[src/rtl/ram_access_arbiter_pkg.sv]
// Shared definitions for the data-RAM access arbiter.
//   state_t      : arbiter FSM states
//   RW_*         : rw_type encodings used on requester and RAM sides
//   PORT0/PORT1  : requester ids (0 = core LSU, 1 = debug/boot loader)
//   misaligned() : true when an access type/address pair must be rejected
package ram_arb_pkg;

  typedef enum logic [2:0] {
    S_IDLE,
    S_ACCESS,
    S_MERGE,
    S_CAPTURE,
    S_DONE
  } state_t;

  localparam logic [2:0] RW_LB  = 3'b000;
  localparam logic [2:0] RW_LH  = 3'b001;
  localparam logic [2:0] RW_LW  = 3'b010;
  localparam logic [2:0] RW_LBU = 3'b100;
  localparam logic [2:0] RW_LHU = 3'b101;

  localparam logic PORT0 = 1'b0;
  localparam logic PORT1 = 1'b1;

  // Halfwords need an even address, words a 4-byte aligned one; the unused
  // type codes 011/110/111 are rejected the same way.
  function automatic logic misaligned(input logic [2:0] t, input logic [1:0] a);
    case (t)
      RW_LB, RW_LBU: misaligned = 1'b0;
      RW_LH, RW_LHU: misaligned = a[0];
      RW_LW:         misaligned = (a != 2'b00);
      default:       misaligned = 1'b1;
    endcase
  endfunction

endpackage

[src/rtl/ram_access_arbiter_if.sv]
// Bundle of requester and RAM-side signals of the data-RAM arbiter.
//   pN_req/we/type/addr/wdata : request from port N (held until pN_ack)
//   pN_ack/err/rdata          : completion pulse, misalignment flag, load data
//   ram_wr_en/addr/rw_type/dat_i : RAM command, ram_dat_o : RAM read data
//   busy                      : arbiter is not idle
// Modports: slave = arbiter side, master = requester/RAM side.
interface ram_arb_if #(
  parameter int ADDR_W = 32
);
  logic              p0_req, p1_req;
  logic              p0_we, p1_we;
  logic [2:0]        p0_type, p1_type;
  logic [ADDR_W-1:0] p0_addr, p1_addr;
  logic [31:0]       p0_wdata, p1_wdata;
  logic              p0_ack, p1_ack;
  logic              p0_err, p1_err;
  logic [31:0]       p0_rdata, p1_rdata;
  logic              ram_wr_en;
  logic [ADDR_W-1:0] ram_addr;
  logic [2:0]        ram_rw_type;
  logic [31:0]       ram_dat_i;
  logic [31:0]       ram_dat_o;
  logic              busy;

  modport slave (
    input  p0_req, p0_we, p0_type, p0_addr, p0_wdata,
    input  p1_req, p1_we, p1_type, p1_addr, p1_wdata,
    output p0_ack, p0_err, p0_rdata, p1_ack, p1_err, p1_rdata,
    output ram_wr_en, ram_addr, ram_rw_type, ram_dat_i,
    input  ram_dat_o,
    output busy
  );

  modport master (
    output p0_req, p0_we, p0_type, p0_addr, p0_wdata,
    output p1_req, p1_we, p1_type, p1_addr, p1_wdata,
    input  p0_ack, p0_err, p0_rdata, p1_ack, p1_err, p1_rdata,
    input  ram_wr_en, ram_addr, ram_rw_type, ram_dat_i,
    output ram_dat_o,
    input  busy
  );
endinterface

[src/rtl/ram_access_arbiter_rr_pick.sv]
// Two-way round-robin picker.
//   clk, rst : clock, synchronous active-high reset
//   req[1:0] : pending requests (bit N = port N)
//   take     : the current pick is granted this cycle; remember it
//   pick     : winning port id (only meaningful when a req is set)
// The last-grant register resets to PORT1 so port 0 wins the first tie.
module ram_rr_pick
  import ram_arb_pkg::*;
(
  input  logic       clk,
  input  logic       rst,
  input  logic [1:0] req,
  input  logic       take,
  output logic       pick
);

  logic last_q;

  always_comb begin
    pick = PORT0;
    if (req[1] && !req[0]) pick = PORT1;
    else if (req[1] && req[0]) pick = ~last_q;
  end

  always_ff @(posedge clk) begin
    if (rst) last_q <= PORT1;
    else if (take) last_q <= pick;
  end

endmodule

[src/rtl/ram_access_arbiter.sv]
// Arbiter sharing the single-port data RAM between the core load/store unit
// (port 0) and the debug/boot loader (port 1). Sub-word stores get a read
// cycle before the write so the RAM can merge into the old word; misaligned
// accesses are answered with err and never reach the RAM.
//   clk, rst : clock, synchronous active-high reset
//   bus      : ram_arb_if.slave (requester ports, RAM command/data, busy)
// Parameters: RD_LAT (1 or 2 RAM read latency), ADDR_W (address width).
// Build option: RAM_ARB_FIXED_PRIO_EN - port 0 always wins ties and the
// round-robin picker is left out.
module ram_access_arbiter
  import ram_arb_pkg::*;
#(
  parameter int RD_LAT = 1,
  parameter int ADDR_W = 32
) (
  input logic       clk,
  input logic       rst,
  ram_arb_if.slave  bus
);

  state_t            state;
  logic              port_q, we_q, merge_q;
  logic [1:0]        cnt_q;
  logic              ack0_q, ack1_q, err0_q, err1_q;
  logic [31:0]       rdata0_q, rdata1_q;
  logic              wr_en_q;
  logic [ADDR_W-1:0] ram_addr_q;
  logic [2:0]        ram_type_q;
  logic [31:0]       ram_dat_q;

  logic              any_req, pick;
  logic              sel_we;
  logic [2:0]        sel_type;
  logic [ADDR_W-1:0] sel_addr;
  logic [31:0]       sel_wdata;

  assign any_req = bus.p0_req | bus.p1_req;

`ifdef RAM_ARB_FIXED_PRIO_EN
  assign pick = bus.p0_req ? PORT0 : PORT1;
`else
  logic take;
  assign take = (state == S_IDLE) && any_req;

  ram_rr_pick u_pick (
    .clk  (clk),
    .rst  (rst),
    .req  ({bus.p1_req, bus.p0_req}),
    .take (take),
    .pick (pick)
  );
`endif

  assign sel_we    = pick ? bus.p1_we    : bus.p0_we;
  assign sel_type  = pick ? bus.p1_type  : bus.p0_type;
  assign sel_addr  = pick ? bus.p1_addr  : bus.p0_addr;
  assign sel_wdata = pick ? bus.p1_wdata : bus.p0_wdata;

  always_ff @(posedge clk) begin
    if (rst) begin
      state      <= S_IDLE;
      port_q     <= PORT0;
      we_q       <= 1'b0;
      merge_q    <= 1'b0;
      cnt_q      <= '0;
      ack0_q     <= 1'b0;
      ack1_q     <= 1'b0;
      err0_q     <= 1'b0;
      err1_q     <= 1'b0;
      rdata0_q   <= '0;
      rdata1_q   <= '0;
      wr_en_q    <= 1'b0;
      ram_addr_q <= '0;
      ram_type_q <= RW_LW;
    end else begin
      unique case (state)
        // Grant: the RAM command registers are the latched request fields.
        S_IDLE: begin
          if (any_req) begin
            port_q <= pick;
            we_q   <= sel_we;
            if (misaligned(sel_type, sel_addr[1:0])) begin
              ack0_q <= (pick == PORT0);
              ack1_q <= (pick == PORT1);
              err0_q <= (pick == PORT0);
              err1_q <= (pick == PORT1);
              state  <= S_DONE;
            end else begin
              ram_addr_q <= sel_addr;
              ram_type_q <= sel_type;
              ram_dat_q  <= sel_wdata;
              wr_en_q    <= sel_we && (sel_type == RW_LW);
              state      <= S_ACCESS;
            end
          end
        end
        // Address presented; a word store is written here.
        S_ACCESS: begin
          if (we_q && ram_type_q == RW_LW) begin
            wr_en_q <= 1'b0;
            ack0_q  <= (port_q == PORT0);
            ack1_q  <= (port_q == PORT1);
            state   <= S_DONE;
          end else if (we_q) begin
            // Old word is on ram_dat_o RD_LAT cycles after this edge; the
            // merge write must overlap that cycle.
            merge_q <= 1'b1;
            if (RD_LAT == 1) begin
              wr_en_q <= 1'b1;
              state   <= S_MERGE;
            end else begin
              cnt_q <= 2'(RD_LAT - 2);
              state <= S_CAPTURE;
            end
          end else begin
            merge_q <= 1'b0;
            cnt_q   <= 2'(RD_LAT - 1);
            state   <= S_CAPTURE;
          end
        end
        // Read-latency wait; loads register RAM data on the last cycle.
        S_CAPTURE: begin
          if (cnt_q != 2'd0) begin
            cnt_q <= cnt_q - 2'd1;
          end else if (merge_q) begin
            wr_en_q <= 1'b1;
            state   <= S_MERGE;
          end else begin
            if (port_q == PORT0) rdata0_q <= bus.ram_dat_o;
            else                 rdata1_q <= bus.ram_dat_o;
            ack0_q <= (port_q == PORT0);
            ack1_q <= (port_q == PORT1);
            state  <= S_DONE;
          end
        end
        // Sub-word write into the old word at the same address.
        S_MERGE: begin
          wr_en_q <= 1'b0;
          ack0_q  <= (port_q == PORT0);
          ack1_q  <= (port_q == PORT1);
          state   <= S_DONE;
        end
        // One-cycle ack; IDLE re-samples requests on the following cycle.
        S_DONE: begin
          ack0_q <= 1'b0;
          ack1_q <= 1'b0;
          err0_q <= 1'b0;
          err1_q <= 1'b0;
          state  <= S_IDLE;
        end
        default: state <= S_IDLE;
      endcase
    end
  end

  // A write in flight when reset hits is dropped in that very cycle.
  assign bus.ram_wr_en   = wr_en_q & ~rst;
  assign bus.ram_addr    = ram_addr_q;
  assign bus.ram_rw_type = ram_type_q;
  assign bus.ram_dat_i   = ram_dat_q;
  assign bus.p0_ack      = ack0_q;
  assign bus.p1_ack      = ack1_q;
  assign bus.p0_err      = err0_q;
  assign bus.p1_err      = err1_q;
  assign bus.p0_rdata    = rdata0_q;
  assign bus.p1_rdata    = rdata1_q;
  assign bus.busy        = (state != S_IDLE);

endmodule

[src/flat_wrapper.sv]
// flat-port wrapper written by rule: the top's interface ports become plain ports
module ram_access_arbiter_flat import ram_arb_pkg::*;
#(
  parameter int RD_LAT = 1,
  parameter int ADDR_W = 32
)
  (clk, rst, bus_p0_req, bus_p0_we, bus_p0_type, bus_p0_addr, bus_p0_wdata, bus_p1_req, bus_p1_we, bus_p1_type, bus_p1_addr, bus_p1_wdata, bus_p0_ack, bus_p0_err, bus_p0_rdata, bus_p1_ack, bus_p1_err, bus_p1_rdata, bus_ram_wr_en, bus_ram_addr, bus_ram_rw_type, bus_ram_dat_i, bus_ram_dat_o, bus_busy);
  ram_arb_if #(.ADDR_W(ADDR_W)) bus_i ();
  input logic clk;
  input logic rst;
  input wire logic [$bits(bus_i.p0_req)-1:0] bus_p0_req;
  input wire logic [$bits(bus_i.p0_we)-1:0] bus_p0_we;
  input wire logic [$bits(bus_i.p0_type)-1:0] bus_p0_type;
  input wire logic [$bits(bus_i.p0_addr)-1:0] bus_p0_addr;
  input wire logic [$bits(bus_i.p0_wdata)-1:0] bus_p0_wdata;
  input wire logic [$bits(bus_i.p1_req)-1:0] bus_p1_req;
  input wire logic [$bits(bus_i.p1_we)-1:0] bus_p1_we;
  input wire logic [$bits(bus_i.p1_type)-1:0] bus_p1_type;
  input wire logic [$bits(bus_i.p1_addr)-1:0] bus_p1_addr;
  input wire logic [$bits(bus_i.p1_wdata)-1:0] bus_p1_wdata;
  output wire logic [$bits(bus_i.p0_ack)-1:0] bus_p0_ack;
  output wire logic [$bits(bus_i.p0_err)-1:0] bus_p0_err;
  output wire logic [$bits(bus_i.p0_rdata)-1:0] bus_p0_rdata;
  output wire logic [$bits(bus_i.p1_ack)-1:0] bus_p1_ack;
  output wire logic [$bits(bus_i.p1_err)-1:0] bus_p1_err;
  output wire logic [$bits(bus_i.p1_rdata)-1:0] bus_p1_rdata;
  output wire logic [$bits(bus_i.ram_wr_en)-1:0] bus_ram_wr_en;
  output wire logic [$bits(bus_i.ram_addr)-1:0] bus_ram_addr;
  output wire logic [$bits(bus_i.ram_rw_type)-1:0] bus_ram_rw_type;
  output wire logic [$bits(bus_i.ram_dat_i)-1:0] bus_ram_dat_i;
  input wire logic [$bits(bus_i.ram_dat_o)-1:0] bus_ram_dat_o;
  output wire logic [$bits(bus_i.busy)-1:0] bus_busy;
  assign bus_i.p0_req = bus_p0_req;
  assign bus_i.p0_we = bus_p0_we;
  assign bus_i.p0_type = bus_p0_type;
  assign bus_i.p0_addr = bus_p0_addr;
  assign bus_i.p0_wdata = bus_p0_wdata;
  assign bus_i.p1_req = bus_p1_req;
  assign bus_i.p1_we = bus_p1_we;
  assign bus_i.p1_type = bus_p1_type;
  assign bus_i.p1_addr = bus_p1_addr;
  assign bus_i.p1_wdata = bus_p1_wdata;
  assign bus_p0_ack = bus_i.p0_ack;
  assign bus_p0_err = bus_i.p0_err;
  assign bus_p0_rdata = bus_i.p0_rdata;
  assign bus_p1_ack = bus_i.p1_ack;
  assign bus_p1_err = bus_i.p1_err;
  assign bus_p1_rdata = bus_i.p1_rdata;
  assign bus_ram_wr_en = bus_i.ram_wr_en;
  assign bus_ram_addr = bus_i.ram_addr;
  assign bus_ram_rw_type = bus_i.ram_rw_type;
  assign bus_ram_dat_i = bus_i.ram_dat_i;
  assign bus_i.ram_dat_o = bus_ram_dat_o;
  assign bus_busy = bus_i.busy;
  ram_access_arbiter #(.RD_LAT(RD_LAT), .ADDR_W(ADDR_W)) u_core (.clk(clk), .rst(rst), .bus(bus_i));
endmodule
[config.mk]
export PLATFORM = sky130hd
export DESIGN_NAME = ram_access_arbiter_flat
export DESIGN_NICKNAME = d
export VERILOG_FILES = /design/src/rtl/ram_access_arbiter_pkg.sv /design/src/rtl/ram_access_arbiter_if.sv /design/src/rtl/ram_access_arbiter_rr_pick.sv /design/src/rtl/ram_access_arbiter.sv /design/src/flat_wrapper.sv
export SDC_FILE = /design/constraint.sdc
export NUM_CORES = 1
export LEC_CHECK = 0
export ABC_CLOCK_PERIOD_IN_PS = 8300
export BUFFER_PORTS_ARGS = -buffer_cell sky130_fd_sc_hd__clkbuf_2
export CORE_MARGIN = 8
export CORE_UTILIZATION = 31
export CTS_CLUSTER_SIZE = 10
export DETAILED_ROUTE_END_ITERATION = 10
export HOLD_SLACK_MARGIN = 0.1
export SYNTH_ARGS = -nofsm -noshare
export SYNTH_HDL_FRONTEND = slang
export SYNTH_SLANG_ARGS = --single-unit
[constraint.sdc]
create_clock -name clk -period 8.3 [get_ports clk]
set_input_delay 2.075 -clock clk [delete_from_list [all_inputs] [get_ports clk]]
set_output_delay 2.075 -clock clk [all_outputs]
set_load 0.03 [all_outputs]
After elaboration in Yosys (flattened, before gate mapping)
Index checks and enable logic that the tools add are counted.
Cells by class
  muxes and demuxes: 43
  add/subtract/negate cells: 1
  eq/ne operators: 20
  bitwise operators: 10
  reductions and logical operators: 28
  magnitude comparators: 0
  divide/modulo/power cells: 0
  shifts and indexed selects: 0
  multipliers: 0
Operators by type and width (number)
  $mux 32: 2
  $mux 1: 24
  $mux 3: 6
  $reduce_and 4->1: 4
  $eq 3x2->1 const B: 4
  $ne 2x2->1 const B: 6
  $pmux 3 s4: 1
  $reduce_and 6->1: 2
  $pmux 1 s5: 2
  $eq 3x3->1 const B: 3
  $ne 2x1->1 const B: 4
  $not 1->1: 8
  $reduce_bool 2->1: 4
  $eq 3x1->1 const B: 2
  $logic_not 3->1: 2
  $mux 2: 3
  $reduce_and 2->1: 3
  $reduce_and 3->1: 2
  $logic_and 1x1->1: 5
  $reduce_bool 5->1: 1
  $pmux 1 s2: 2
  $pmux 1 s4: 1
  $pmux 2 s2: 1
  $reduce_bool 4->1: 1
  8 further kinds: 9
Storage, ports and cells
  RAM bits: 0
  memories kept: 0
  bits in latches: 0
  ROM bits: 0
  register bits: 145
  input port bits: 172
  word-level logic and storage cells: 118
  output and inout bits: 137

Depth between registers and ports, before layout
  depth in word-level cells: 13
  mapped depth: 9
  depth with buffers taken out: 7

Cells and area by module
From an unflattened synthesis, not the netlist that was laid out.
Unflattened totals
  cells, all modules: 618
  area total of the unflattened synthesis: 6189.7 sq um
By module, submodules not included
  ram_access_arbiter: cells each 614, seq. area each 3203.1 sq um, instances 1, area each 6147.1 sq um
  ram_rr_pick: cells each 4, seq. area each 20.0 sq um, instances 1, area each 42.5 sq um

Worst setup path before layout
OpenSTA, ideal clock, no wires.
  path kind: input -> register
  start: input port bus_p0_type[0]
  end: register u_core.ram_dat_q[0], in the netlist u_core.bus.ram_dat_i[0], enable pin
  setup time: 0.424 ns
  path buffers: 1
  data required time: 7.876 ns
  stages: 5
  arrival: 4.554 ns
  setup slack: 3.321 ns
  cells stage by stage: nor4_2 > o221ai_1 > a21oi_4 > buf_4 > nor2b_1
On the way
  longest elaborated chain between the ends: 9
  elaborated cells between the ends (all ways): 14
  classes of those cells: 4 x eq/ne; 5 x mux; 1 x bitwise; 4 x reduce/logical
Ends and longest elaborated chain
  start, declared: RTL line flat_wrapper.sv:13  | input wire logic [$bits(bus_i.p0_type)-1:0] bus_p0_type;
  $mux 3 *: RTL line ram_access_arbiter.sv:55  | assign sel_type = pick ? bus.p1_type : bus.p0_type;
  $eq 3x1->1, or another cell as far along: RTL line ram_access_arbiter_pkg.sv:28  | case (t)
  $reduce_or 2->1: RTL line ram_access_arbiter_pkg.sv:28
  $pmux 1 s3 *: RTL line ram_access_arbiter_pkg.sv:28
  $mux 1 *: RTL line ram_access_arbiter.sv:79  | if (any_req) begin
  $mux 1 *: RTL line ram_access_arbiter.sv:76  | unique case (state)
  $mux 1 *: RTL line ram_access_arbiter.sv:60  | if (rst) begin
  $not 1->1 (no source line) *
  $reduce_and 4->1 (no source line) *
  end signal, assigned: RTL line ram_access_arbiter.sv:91  | ram_dat_q <= sel_wdata;
  end, declared: RTL line ram_access_arbiter.sv:29  | logic [31:0] ram_dat_q;
Mark *: on every way between the ends. The rest lies on a longest branch, timed or not. The select of a mux whose other input is x is not followed.
A chain may end at the register's enable or synchronous reset.

Final worst setup path
  start: input port rst
  end: output port bus_ram_wr_en
On the way
  longest elaborated chain between the ends: 2
Ends and longest elaborated chain
  start, declared: RTL line flat_wrapper.sv:10  | input logic rst;
  $not 1->1 (no source line)
  $and 1x1->1: RTL line ram_access_arbiter.sv:157  | assign bus.ram_wr_en = wr_en_q & ~rst;
  end, declared: RTL line flat_wrapper.sv:27  | output wire logic [$bits(bus_i.ram_wr_en)-1:0] bus_ram_wr_en;
Every way passes these cells.

==> results.toml <==
[outcome]
outcome = "finished clean"

[critical_path]
cp_max_fo = 2
arrival_ps = 2630
crit_family = "buffers and inverters"
path_class = "input pin to output port"
path_cells = "buf_4 -> nor2b_1 -> clkbuf_2"
max_stage_delay_ps = 250
cp.required_ps = 6230
critPathBufInv = 2
endpoint_kind = "output port"
worst_setup_path_start_kind = "input pin"
cpMaxStageDelayCell = "clkbuf_2"

[synth]
synth-main-ff-cell = "dfxtp_1"
synth_compound_area_share_pct = 18.0
synth_top_family_by_area = "simple AND/OR/NAND/NOR gates"
synth_cells = 731
syn_area_mm2 = 0.00624
synth_seq_cells = 145
yosysWarnings = 0
muxShareOfSynthArea_pct = 0.502
synth_cell_types = 52
synthXorXnorAreaFrac_pct = 0
synth-simple-area-share_pct = 25.1
synth_area_per_cell_um2 = 8.53
synth-seq-area-share_pct = 51.7
async_reset_ff_share_pct = 0
synth-edff-count = 32
yosys.area_share.adder_pct = 0.201
syn-num-nets = 904

[timing]
final.setup_skew_ps = 8.37
tightestPinTransition_ps = 858
fin_crit_ps = 4710
tns_ps = 0
rsz0062_at_grt = "false"
slew_viol_final = 0
hold_viol = 0
relSlewSlack_pct = 42.8
setup_violations = 0
period_share_pct = 56.7
max_freq_ghz = 0.212

[detailed_routing]
num_vias = 5989
first_pass_iters = 4
via_per_inst = 4.61
drc = 0
wl_per_cell_um = 16.0
ant_nets = 0
routed_wl_mm = 20.7
drtIter0Drc = 349

[die]
fp.dieH_um = 158
fp.dieW_um = 158
initial_core_util_pct = 31.2
io_pins = 309
dieArea_mm2 = 0.0249
coreArea_mm2 = 0.0200
row_count = 52

[layout]
final_common_cell = "clkbuf_2"
area_delta_synth_final_pct = 37.4
diodes = 0
final_cell_mix = "clkbuf_2 (307), nand2_1 (304), dfxtp_1 (113)"
finalNetCount = 1188
drive_above_1_share_pct = 38.4

[min_path]
min_path_type = "flop to flop"

[global_route]
grt_pass1_wl_mm = 31.8
grt.overflow.total = 0
grt_max_degree = 76
grt_pass1_vias = 5936
antenna_found_initial = 0
track_usage_pct = 16.5

[placement]
gp_congestion = 0.806
io_buffers = 308
dp_hpwl_mm = 15.3

[cts]
cts_setup_buffers = 0
cts.sinks = 145
cts-resized-gates = 0
cts_root_buffer = "clkbuf_16"
cts_made_buffers = 17
hold_buffers = 0
cts_tree = "done"
htreeDepth = 4
clock_latency_ps = 420
clk_pin_slew_ps = 60
clk_path_buf_depth = 2

[pwr]
p_total_mw = 1.98
vdd_ir_drop_max_mv = 0.122
power_density_mw_per_mm2 = 231
leakagePower_nw = 3.76

[job]
maxCapViolations = 0
-- stage by stage --
| stage | area, um^2 | hold slack, ps | instances | worst slack [ps] | utilization, % |
|---|---|---|---|---|---|
| floorplan | 6240 | 481 | 731 | 3320 | - |
| global placement | 7960 | 442 | 1266 | 3530 | 39.8 |
| detailed placement | 7960 | 446 | 1266 | 3520 | 39.8 |
| CTS | 8570 | 455 | 1298 | 3530 | 42.9 |
| global route | 8570 | 469 | 1298 | 3500 | 42.9 |
| finish | 8570 | 452 | 1298 | 3590 | 42.9 |
-- power by group --
part,switching [mW],leakage (nW),internal [mW]
clock,0.320,0.298,0.474
sequential,0.0290,1.21,0.770
combinational,0.253,2.25,0.129
-- state kept, by name, indices dropped and copies added, names as in the netlist, 2 cells and up --
register	count
u_core.bus.ram_rw_type	3
u_core.bus.p0_rdata	32
u_core.bus.ram_addr	32
u_core.cnt_q	2
u_core.bus.ram_dat_i	32
u_core.bus.p1_rdata	32
u_core.state	3
-- cell usage after synthesis, types with 3 or more instances --
library cell | instances | area share, %
nor2_1 | 49 | 2.9
dfxtp_1 | 113 | 36
buf_1 | 4 | 0.24
inv_1 | 5 | 0.30
nand2b_1 | 5 | 0.50
clkbuf_1 | 30 | 1.8
o221ai_1 | 3 | 0.42
a311oi_2 | 34 | 8.2
nand2_1 | 304 | 18
nor3_1 | 9 | 0.72
edfxtp_1 | 32 | 15
buf_6 | 5 | 0.90
buf_4 | 3 | 0.36
a21oi_1 | 75 | 6.0
nor4_2 | 3 | 0.60
buf_2 | 11 | 0.88
-- cell type report --
type | count | area, um^2
clock buffers | 19 | 464
clock inverters | 13 | 150
fillers | 2078 | 11400
inverters | 6 | 22.5
multi-input cells | 527 | 2750
flip-flops and latches | 145 | 3220
well taps | 270 | 338
repair buffers | 318 | 1620
-- final timing paths --
kind / from / end / slack [ps] / depth (start not counted)
setup / recovery: rst / bus_ram_wr_en / 3590 / 3
hold / removal: u_core.bus.p0_rdata[13] / u_core.bus.p0_rdata[13] / 450 / 2
setup reg to reg: u_core.state[1] / u_core.bus.ram_rw_type[2] / 5930 / 7
hold reg to reg: u_core.bus.p0_rdata[13] / u_core.bus.p0_rdata[13] / 450 / 2
-- metal layers --
metal | share of wire, % | up-vias | GRT usage, %
li1 | - | 3038 | -
met1 | 40 | 2723 | 18.1
met5 | 0 | - | 0
met3 | 6.5 | 38 | 4.94
met4 | 3.5 | 0 | 7.89
met2 | 50 | 190 | 28.6
-- worst register-to-register path: stages (launching register included) --
cell	delay, ps
dfxtp_1	400
or2_1	390
nor2_8	170
inv_2	100
a21oi_4	130
buf_4	690
nor2_1	140
a311oi_2	270
-- cell families after synthesis --
group           Yosys count
simple gates            386
buf+inv                  59
fa+ha+maj                 1
flops                   145
mux                       3
compound gates          137
No activity file was read; power rests on OpenSTA's default activity.
